==> config.mk <==
export PLATFORM = sky130hd
export DESIGN_NAME = seg_char_render
export DESIGN_NICKNAME = d
export VERILOG_FILES = /design/src/rtl/seg_char_render.sv
export SDC_FILE = /design/constraint.sdc
export NUM_CORES = 1
export LEC_CHECK = 0
export CORE_AREA = 2 2 94 87
export DETAILED_ROUTE_END_ITERATION = 7
export DIE_AREA = 0 0 96 89
export GPL_ROUTABILITY_DRIVEN = 0
export PLACE_DENSITY = 0.78
export SLEW_MARGIN = 20
export SYNTH_ARGS = -nofsm -noshare
export SYNTH_HDL_FRONTEND = slang
export SYNTH_SLANG_ARGS = --single-unit
==> constraint.sdc <==
create_clock -name clk -period 3.4 [get_ports clk]
set_input_delay 0.68 -clock clk [delete_from_list [all_inputs] [get_ports clk]]
set_output_delay 0.68 -clock clk [all_outputs]
set_load 0.03 [all_outputs]
==> src/rtl/seg_char_render.sv <==
// Seven-segment glyph renderer: frame-latched position/code, two-stage pixel pipeline.
// Optional frame-counting blink gate is built when SEG_CHAR_BLINK_EN is defined.
module seg_char_render #(
  parameter int W            = 26,
  parameter int H            = 40,
  parameter int T            = 5,
  parameter int BLINK_FRAMES = 30
) (
  input  logic       clk,
  input  logic       reset,
  input  logic       frame_start,
  input  logic [9:0] start_x,
  input  logic [9:0] start_y,
  input  logic [3:0] code,
  input  logic       blink_en,
  input  logic [9:0] x,
  input  logic [9:0] y,
  input  logic       pix_valid,
  output logic       display,
  output logic       display_valid
);

  localparam int M = (H - T) / 2;

  localparam logic [10:0] P_T    = 11'(T);
  localparam logic [10:0] P_W    = 11'(W);
  localparam logic [10:0] P_H    = 11'(H);
  localparam logic [10:0] P_WMT  = 11'(W - T);
  localparam logic [10:0] P_HMT  = 11'(H - T);
  localparam logic [10:0] P_M    = 11'(M);
  localparam logic [10:0] P_MPT  = 11'(M + T);

  // Handshake: no backpressure; every cycle carries one pixel, pix_valid marks
  // visible ones and is delayed two cycles to become display_valid.

  logic [9:0] sx_q, sy_q;
  logic [3:0] scode_q;

  logic [9:0]  eff_x, eff_y;
  logic [3:0]  eff_code;
  logic [10:0] dx_d, dy_d;
  logic        inside_d;
  logic [6:0]  mask_d;
  logic        vis_d;

  logic [10:0] dx_q, dy_q;
  logic        inside_q;
  logic [6:0]  mask_q;
  logic        valid_q;
  logic        vis_q;

  logic        display_q, display_valid_q;

  // The frame_start pixel sees the incoming values, not the stale shadows.
  always_comb begin
    eff_x    = frame_start ? start_x : sx_q;
    eff_y    = frame_start ? start_y : sy_q;
    eff_code = frame_start ? code    : scode_q;
    dx_d     = {1'b0, x} - {1'b0, eff_x};
    dy_d     = {1'b0, y} - {1'b0, eff_y};
    inside_d = !dx_d[10] && (dx_d < P_W) && !dy_d[10] && (dy_d < P_H);
  end

  always_comb begin
    mask_d = 7'h00;
    case (eff_code)
      4'd0:    mask_d = 7'h3F;
      4'd1:    mask_d = 7'h06;
      4'd2:    mask_d = 7'h5B;
      4'd3:    mask_d = 7'h4F;
      4'd4:    mask_d = 7'h66;
      4'd5:    mask_d = 7'h6D;
      4'd6:    mask_d = 7'h7D;
      4'd7:    mask_d = 7'h07;
      4'd8:    mask_d = 7'h7F;
      4'd9:    mask_d = 7'h6F;
      4'd11:   mask_d = 7'h40;
      4'd12:   mask_d = 7'h73;
      default: mask_d = 7'h00;
    endcase
  end

`ifdef SEG_CHAR_BLINK_EN
  localparam int BW = (BLINK_FRAMES > 1) ? $clog2(BLINK_FRAMES) : 1;
  localparam logic [BW-1:0] BLAST = BW'(BLINK_FRAMES - 1);

  logic [BW-1:0] bcnt_q;
  logic          phase_q;

  always_ff @(posedge clk) begin
    if (reset) begin
      bcnt_q  <= '0;
      phase_q <= 1'b1;
    end else if (frame_start) begin
      if (bcnt_q == BLAST) begin
        bcnt_q  <= '0;
        phase_q <= ~phase_q;
      end else begin
        bcnt_q <= bcnt_q + 1'b1;
      end
    end
  end

  // Phase change at an edge takes effect from the next pixel onwards.
  assign vis_d = phase_q | ~blink_en;
`else
  logic unused_blink;
  assign unused_blink = blink_en;
  assign vis_d        = 1'b1;
`endif

  always_ff @(posedge clk) begin
    if (reset) begin
      sx_q    <= '0;
      sy_q    <= '0;
      scode_q <= 4'd10;
    end else if (frame_start) begin
      sx_q    <= start_x;
      sy_q    <= start_y;
      scode_q <= code;
    end
  end

  always_ff @(posedge clk) begin
    if (reset) begin
      dx_q     <= '0;
      dy_q     <= '0;
      inside_q <= 1'b0;
      mask_q   <= '0;
      valid_q  <= 1'b0;
      vis_q    <= 1'b0;
    end else begin
      dx_q     <= dx_d;
      dy_q     <= dy_d;
      inside_q <= inside_d;
      mask_q   <= mask_d;
      valid_q  <= pix_valid;
      vis_q    <= vis_d;
    end
  end

  // Segment hit test; dx/dy are known non-negative and in-box when inside_q.
  logic col_l, col_m, col_r;
  logic row_a, row_top, row_g, row_bot, row_d;
  logic [6:0] seg_hit;
  logic       display_d;

  always_comb begin
    col_l   = dx_q < P_T;
    col_m   = (dx_q >= P_T) && (dx_q < P_WMT);
    col_r   = dx_q >= P_WMT;
    row_a   = dy_q < P_T;
    row_top = (dy_q >= P_T) && (dy_q < P_M);
    row_g   = (dy_q >= P_M) && (dy_q < P_MPT);
    row_bot = (dy_q >= P_MPT) && (dy_q < P_HMT);
    row_d   = dy_q >= P_HMT;
    seg_hit[0] = col_m & row_a;
    seg_hit[1] = col_r & row_top;
    seg_hit[2] = col_r & row_bot;
    seg_hit[3] = col_m & row_d;
    seg_hit[4] = col_l & row_bot;
    seg_hit[5] = col_l & row_top;
    seg_hit[6] = col_m & row_g;
    display_d  = inside_q & valid_q & vis_q & (|(seg_hit & mask_q));
  end

  always_ff @(posedge clk) begin
    if (reset) begin
      display_q       <= 1'b0;
      display_valid_q <= 1'b0;
    end else begin
      display_q       <= display_d;
      display_valid_q <= valid_q;
    end
  end

  assign display       = display_q;
  assign display_valid = display_valid_q;

endmodule
==> qor.yml, run 1 <==
global_route:
  grt_antenna_before_repair: 0
  grt_first_pass_wirelength_um: 11170
  remaining_overflow_grt: 0
  groute.usage.overall: 0.1695
  vias_in_the_first_global_route: 2562
  largest_net_degree_at_the_start_of_global_routing: 29
timing:
  setup_repair_after_global_routing_missed_its_margin: "false"
  finalSetupViolCount: 0
  worst_clk_skew_ns: 0.005745
  layout_setup_ws_ns: 0.3056
  hold_violation_total_from_the_final_report: 0
  timing.final.crit_share: 0.9101
  final_period_minus_worst_setup_slack_ns: 3.094
  timing.fmax_mhz: 323.2
  max-slew-margin-rel: 0.5849
  worstMarginPinSlew_ns: 0.6069
  timing.final.max_slew_violations: 0
clock_network:
  cts_hold_repair.buffers: 0
  root_buffer: "clkbuf_8"
  post_cts_sizing_count: 0
  clock-sinks: 58
  cts_tree: "done"
  cts_max_path_buffers: 2
  cts.htree.levels: 3
  worstSkewPairLatency_ns: 0.34
  post-cts-setup-buffers: 0
  cts.clk_slew.worst_paths_ns: 0.07
  cts_made_buffers: 9
setup_path:
  critPathCaptureType: "flop"
  timing.critical_path.arrival_ns: 3.32
  path_max_fanout: 3
  criticalPathCategory: "primary input to flop"
  kind_of_launch_point_of_the_worst_setup_path: "primary input"
  timing.critical_path.required_ns: 3.62
synth:
  synth_top_family_by_area: "simple AND/OR/NAND/NOR gates"
  ys.warnings.count: 0
  synth_enable_flop_cells: 0
  synth_xor_area_frac: 0.03105
  post_synth.cell_area_avg_um2: 9.073
  synth.mux.area_fraction: 0.08831
  synth.net_count: 420
  synth_flop_cell: "dfxtp_1"
  yosys.cell_types.count: 53
  yosys.area_share.simple: 0.1871
  post_synthesis_instance_total: 342
  ys_ff_latch: 58
  synth_seq_area_share: 0.3742
  post_synth_instance_area_um2: 3103
  postSynth.asyncResetShare: 0
  synth-compound-area-share: 0.1669
  synth-adder-area-share: 0.1218
placed_design:
  portBuffers: 49
  detailedPlace.worstSlack_ns: -0.03686
  dpl.cell_count: 505
  detailed_place_hpwl_um: 4988
final_layout:
  antenna_cells: 0
  area_growth_syn_to_layout_pct: 31.57
  layout_common_cells: "nor2_1, dfxtp_1, clkdlybuf4s50_1, buf_4, ha_1"
  fin_cells: 520
  final.fill_count: 643
  final_core_util: 0.5466
  drive_above_1_share: 0.1321
  commonest_non_fill_non_tap_cell_in_the_layout: "nor2_1"
  layout.nets: 498
worst_hold_path:
  hold_path.class: "flop to flop"
power:
  power_leakage_nw: 1.775
  power.ir.vdd_worst_v: 0.0002340
  power_density_nw_per_um2: 471.6
route:
  route.detailed.wl_per_inst_um: 12.76
  drt-pass1-iter-count: 4
  drt.antenna.violating_nets: 0
  dr.first_iter.drc_count: 159
  route.final.wire_length_um: 6636
  vias_per_cell: 5.215
  via_count: 2712
  route.detailed.drc: 0
die:
  die_h_um: 89
  die_area_um2: 8544
  io-pin-count: 51
  initial_utilization: 0.4154
  placement_rows: 30
  die_w_um: 96
  core_region_area_um2: 7470
job:
  max_cap_violations: 0
status:
  run_status: "finished, final reports clean"
[final timing paths]
path	startpoint	end	slack, ns	depth (start not counted)
max	frame_start	dy_q[8]	0.31	12
min	valid_q	display_valid	0.48	1
max reg2reg	sx_q[0]	inside_q	0.99	11
min reg2reg	valid_q	display_valid	0.48	1
[worst max-delay path, cell delays in order]
cell	delay, ns
clkdlybuf4s50_1	0.52
buf_4	0.17
mux2_2	0.34
ha_1	0.21
fa_1	0.38
nor2b_1	0.18
o211a_1	0.19
o221a_2	0.22
or2_1	0.12
a21oi_1	0.09
xnor2_1	0.17
nor2_1	0.05
[kinds of logic after synthesis]
| logic type | count (synthesis) |
|---|---|
| AND/OR/NAND/NOR | 123 |
| AO/OA/AOI/OAI | 70 |
| flip-flops | 58 |
| adder cells (fa/ha/maj) | 29 |
| multiplexers | 27 |
| buffers and inverters | 24 |
| XOR/XNOR | 11 |
[cells in the mapped netlist, drive strengths merged, types with 2 or more instances]
library cell   n  area share
nor2          62       0.075
dfxtp         58        0.37
ha            27        0.11
mux2i         24       0.077
a21oi         16       0.027
nand2         14       0.017
nor3          14       0.026
inv           13       0.016
o21ai         11       0.018
a211oi        10       0.027
xnor2          8       0.023
a21o           6       0.015
clkbuf         6      0.0073
nand2b         6       0.012
nor2b          6       0.012
o21a           6       0.015
buf            5      0.0077
nand3          4      0.0065
and3           3      0.0060
mux2           3       0.011
or3            3      0.0060
xor2           3      0.0085
a2111oi        2      0.0056
a22oi          2      0.0048
a311oi         2      0.0056
a31oi          2      0.0060
and2           2      0.0040
fa             2       0.013
nand4          2      0.0040
o2111ai        2      0.0077
o211ai         2      0.0048
o31ai          2      0.0048
or2            2      0.0040
or4            2      0.0048
[sequential cells by signal (all words and copies together), names as in the netlist]
signal         cells
valid_q            1
display_valid      1
sx_q              10
mask_q             7
display            1
sy_q              10
inside_q           1
vis_q              1
dx_q              11
dy_q              11
scode_q            4
[power breakdown]
part           switching, mW  internal [mW]  leakage [nW]
Sequential            0.0264          0.745         0.481
Combinational          0.264          0.267          1.20
Clock                  0.271          0.352        0.0962
[cell type report]
cell class | instances | area (um2) | share of cell area
sequential | 58 | 1161 | 0.2844
timing repair buffer | 78 | 720.7 | 0.1765
multi-input combinational | 260 | 1847 | 0.4523
clock inverter | 3 | 40.04 | 0.009807
inverter | 13 | 48.80 | 0.01195
tap | 96 | 120.1 | 0.02942
clock buffer | 12 | 145.1 | 0.03555
[routing by layer]
layer,global-route usage,vias up,share of wire
met5,0,-,0
met1,0.2017,1270,0.46
met4,0.07922,0,0.018
met2,0.2841,55,0.48
met3,0.04722,12,0.045
li1,-,1375,-
[metrics by stage]
step | TNS [ns] | power (mW) | hold WS, ns | instance area [um2]
finish | 0 | 1.925 | 0.4832 | 4083
global route | 0 | 2.035 | 0.5089 | 4083
CTS | 0 | 1.937 | 0.5003 | 4083
detailed placement | -0.06167 | 1.314 | 0.4873 | 3897
global placement | 0 | 1.296 | 0.4777 | 3897
floorplan | 0 | 1.124 | 0.4485 | 3105
Note: power is estimated with default switching activity, not from simulation.
==> run 2, diff against run 1 <==
--- a/config.mk
+++ b/config.mk
@@ -9,7 +9,7 @@
 export DETAILED_ROUTE_END_ITERATION = 7
 export DIE_AREA = 0 0 96 89
 export GPL_ROUTABILITY_DRIVEN = 0
-export PLACE_DENSITY = 0.78
+export MAX_ROUTING_LAYER = met4
 export SLEW_MARGIN = 20
 export SYNTH_ARGS = -nofsm -noshare
 export SYNTH_HDL_FRONTEND = slang
==> constraint.sdc (replaced) <==
create_clock -name clk -period 3.1 [get_ports clk]
set_input_delay 0.62 -clock clk [delete_from_list [all_inputs] [get_ports clk]]
set_output_delay 0.62 -clock clk [all_outputs]
set_load 0.03 [all_outputs]
==> run 2 against run 1 <==
Against the previous run: register-to-register slack lost 0.33 ns; highest routed layer unchanged; design area grew 6.9%; clock-buffer cell count grew 1; die area is the same; sequential share of layout area shrank 1.8 points; final cell count grew 6.9%; global-route usage grew 1.3 points; largest cell class unchanged; largest power group unchanged; first-iteration DRC count shrank 59%.
==> qor.yml, run 2 (synthesis gave the netlist of run 1 again) <==
final_layout:
  final.fill_count: 699  # was 643
  area_growth_syn_to_layout_pct: 40.60  # was 31.57%
  layout_common_cells: "buf_4, nor2_1, dfxtp_1, clkdlybuf4s50_1, ha_1"  # was nor2_1, dfxtp_1, clkdlybuf4s50_1, buf_4, ha_1
  drive_above_1_share: 0.2109  # was 0.1321
  layout.nets: 533  # was 498
  antenna_cells: 0  # unchanged
  final_design_area_no_fill_um2: 4363  # was 4083 um2
  largest_registers: "dx_q: 11 flops, dy_q: 11 flops"  # unchanged
  commonest_non_fill_non_tap_cell_in_the_layout: "buf_4"  # was nor2_1
global_route:
  grt_antenna_before_repair: 0  # unchanged
  vias_in_the_first_global_route: 2672  # was 2562
  groute.usage.overall: 0.1822  # was 0.1695
  largest_net_degree_at_the_start_of_global_routing: 20  # was 29
  grt_first_pass_wirelength_um: 11650  # was 11170 um
  remaining_overflow_grt: 0  # unchanged
route:
  drt.antenna.violating_nets: 0  # unchanged
  vias_per_cell: 4.935  # was 5.215
  detail_route.wirelength.met1_um: 3199  # was 3035 um
  highest_routing_layer_actually_used: "met4"  # unchanged
  met2_length_um: 3267  # was 3182 um
  dr.first_iter.drc_count: 65  # was 159
  route.detailed.drc: 0  # unchanged
  route.detailed.wl_per_inst_um: 12.21  # was 12.76 um
  via_count: 2744  # was 2712
  met3_wirelength_um: 263  # was 297 um
  drt-pass1-iter-count: 4  # unchanged
  route.final.wire_length_um: 6789  # was 6636 um
setup_path:
  timing.critical_path.arrival_ns: 3.08  # was 3.32 ns
  timing.critical_path.required_ns: 3.32  # was 3.62 ns
  crit_start: "start_x[0]"  # was frame_start
  criticalPathCategory: "primary input to flop"  # unchanged
  path_max_fanout: 3  # unchanged
  critical_path.reg2reg.startpoint: "sx_q[0]"  # unchanged
  kind_of_launch_point_of_the_worst_setup_path: "primary input"  # unchanged
  critPathCaptureType: "flop"  # unchanged
die:
  initial_utilization: 0.4154  # unchanged
  die_area_um2: 8544  # unchanged
  core_region_area_um2: 7470  # unchanged
  placement_rows: 30  # unchanged
  die_h_um: 89  # unchanged
  io-pin-count: 51  # unchanged
  die_w_um: 96  # unchanged
clock_network:
  cts_tree: "done"  # unchanged
  cts_made_buffers: 9  # unchanged
  cts_max_path_buffers: 2  # unchanged
  worstSkewPairLatency_ns: 0.33  # was 0.34 ns
  clock-sinks: 58  # unchanged
  cts.htree.levels: 3  # unchanged
  cts.clk_slew.worst_paths_ns: 0.06  # was 0.07 ns
  root_buffer: "clkbuf_8"  # unchanged
status:
  run_status: "finished, final reports clean"  # unchanged
job:
  max_cap_violations: 0  # unchanged
placed_design:
  post_detailed_placement_cell_area_um2: 4160  # was 3897 um2
  portBuffers: 49  # unchanged
  detailed_place_hpwl_um: 5316  # was 4988 um
timing:
  max-slew-margin-rel: 0.6098  # was 0.5849
  hold_violation_total_from_the_final_report: 0  # unchanged
  timing.final.max_slew_violations: 0  # unchanged
  worstMarginPinSlew_ns: 0.5706  # was 0.6069 ns
  timing.fmax_mhz: 349.0
  worst_clk_skew_ns: 0.006306  # was 0.005745 ns
  timing.hold.ws_ns: 0.4985  # was 0.4832 ns
  setup_repair_after_global_routing_missed_its_margin: "false"  # unchanged
  timing.final.crit_share: 0.9244
  final_period_minus_worst_setup_slack_ns: 2.866
  finalSetupViolCount: 0  # unchanged
worst_hold_path:
  hold_path.class: "flop to flop"  # unchanged
  hp-start: "sy_q[4]"  # was valid_q
power:
  power_mw: 2.105  # was 1.925 mW
  power_leakage_nw: 1.945  # was 1.775 nW
  power.ir.vdd_worst_v: 0.0002512  # was 0.0002340 V
  power_density_nw_per_um2: 482.5  # was 471.6 nW/um2
-- run 2: cell count changes in the layout (fill, tap and decap cells not counted), sizes merged --
cell           delta
buf              +35
clkdlybuf4s50     -1
clkinv            +1
bufinv            -1
clkbuf            +1
dlymetal6s2s      +1
-- run 2: path summary, 6_finish.rpt --
path              endpoint  slack, ns  depth (start not counted)
hold reg to reg    sy_q[4]       0.50                          2
setup / recovery  inside_q       0.23                         13
setup reg to reg  inside_q       0.66                         12
hold / removal     sy_q[4]       0.50                          2
-- run 2: repair_timing --
action	CTS	global route
setup endpoints to repair	2	3
pin swaps	0	1
gates resized for setup	3	7
hold buffers	0	0
setup buffers	0	0
-- run 2: where the power goes --
part | leakage (nW) | internal (mW) | total [mW] | switching, mW
logic | 1.38 | 0.357 | 0.665 | 0.307
registers | 0.481 | 0.818 | 0.847 | 0.0294
clock network | 0.0872 | 0.308 | 0.593 | 0.285
total | 1.95 | 1.48 | 2.10 | 0.622
-- run 2: layout make-up --
type | count | area, um2 | area share
inverter | 13 | 48.80 | 0.01118
clock inverter | 3 | 15.01 | 0.003441
tap | 96 | 120.1 | 0.02753
clock buffer | 13 | 148.9 | 0.03413
multi-input combinational | 260 | 1888 | 0.4328
sequential | 58 | 1161 | 0.2661
timing repair buffer | 113 | 980.9 | 0.2248
-- run 2: per-stage QoR --
stage	utilization	std cells	setup slack, ns	setup TNS (ns)
after detailed placement	0.5570	540	-0.3839	-1.779
after CTS	0.5802	556	0.03840	0
final	0.5841	556	0.2344	0
after floorplan	-	342	0.03031	0
after global routing	0.5841	556	0.03633	0
after global placement	0.5570	540	-0.2871	-1.369
-- run 2: per-layer routing --
metal	global-route usage	vias to the layer above
met2	0.2910	52
li1	-	1445
met5	-	-
met1	0.2233	1242
met3	0.05649	5
met4	0.04935	0
-- run 2: worst max-delay path: stages --
cell	delay, ns
clkdlybuf4s50_1	0.45
mux2_2	0.15
ha_1	0.17
inv_1	0.06
fa_1	0.38
and3_1	0.19
o21a_1	0.20
buf_4	0.14
a2111oi_0	0.33
buf_4	0.19
a211oi_2	0.04
nand4_1	0.11
nor4_2	0.05
==> run 3, diff against run 2 <==
--- a/config.mk
+++ b/config.mk
@@ -9,6 +9,7 @@
 export DETAILED_ROUTE_END_ITERATION = 7
 export DIE_AREA = 0 0 96 89
 export GPL_ROUTABILITY_DRIVEN = 0
+export HOLD_SLACK_MARGIN = 0.1
 export MAX_ROUTING_LAYER = met4
 export SLEW_MARGIN = 20
 export SYNTH_ARGS = -nofsm -noshare
==> results of run 3 <==
No change in the layout: final DEF, timing and power equal those of run 2.
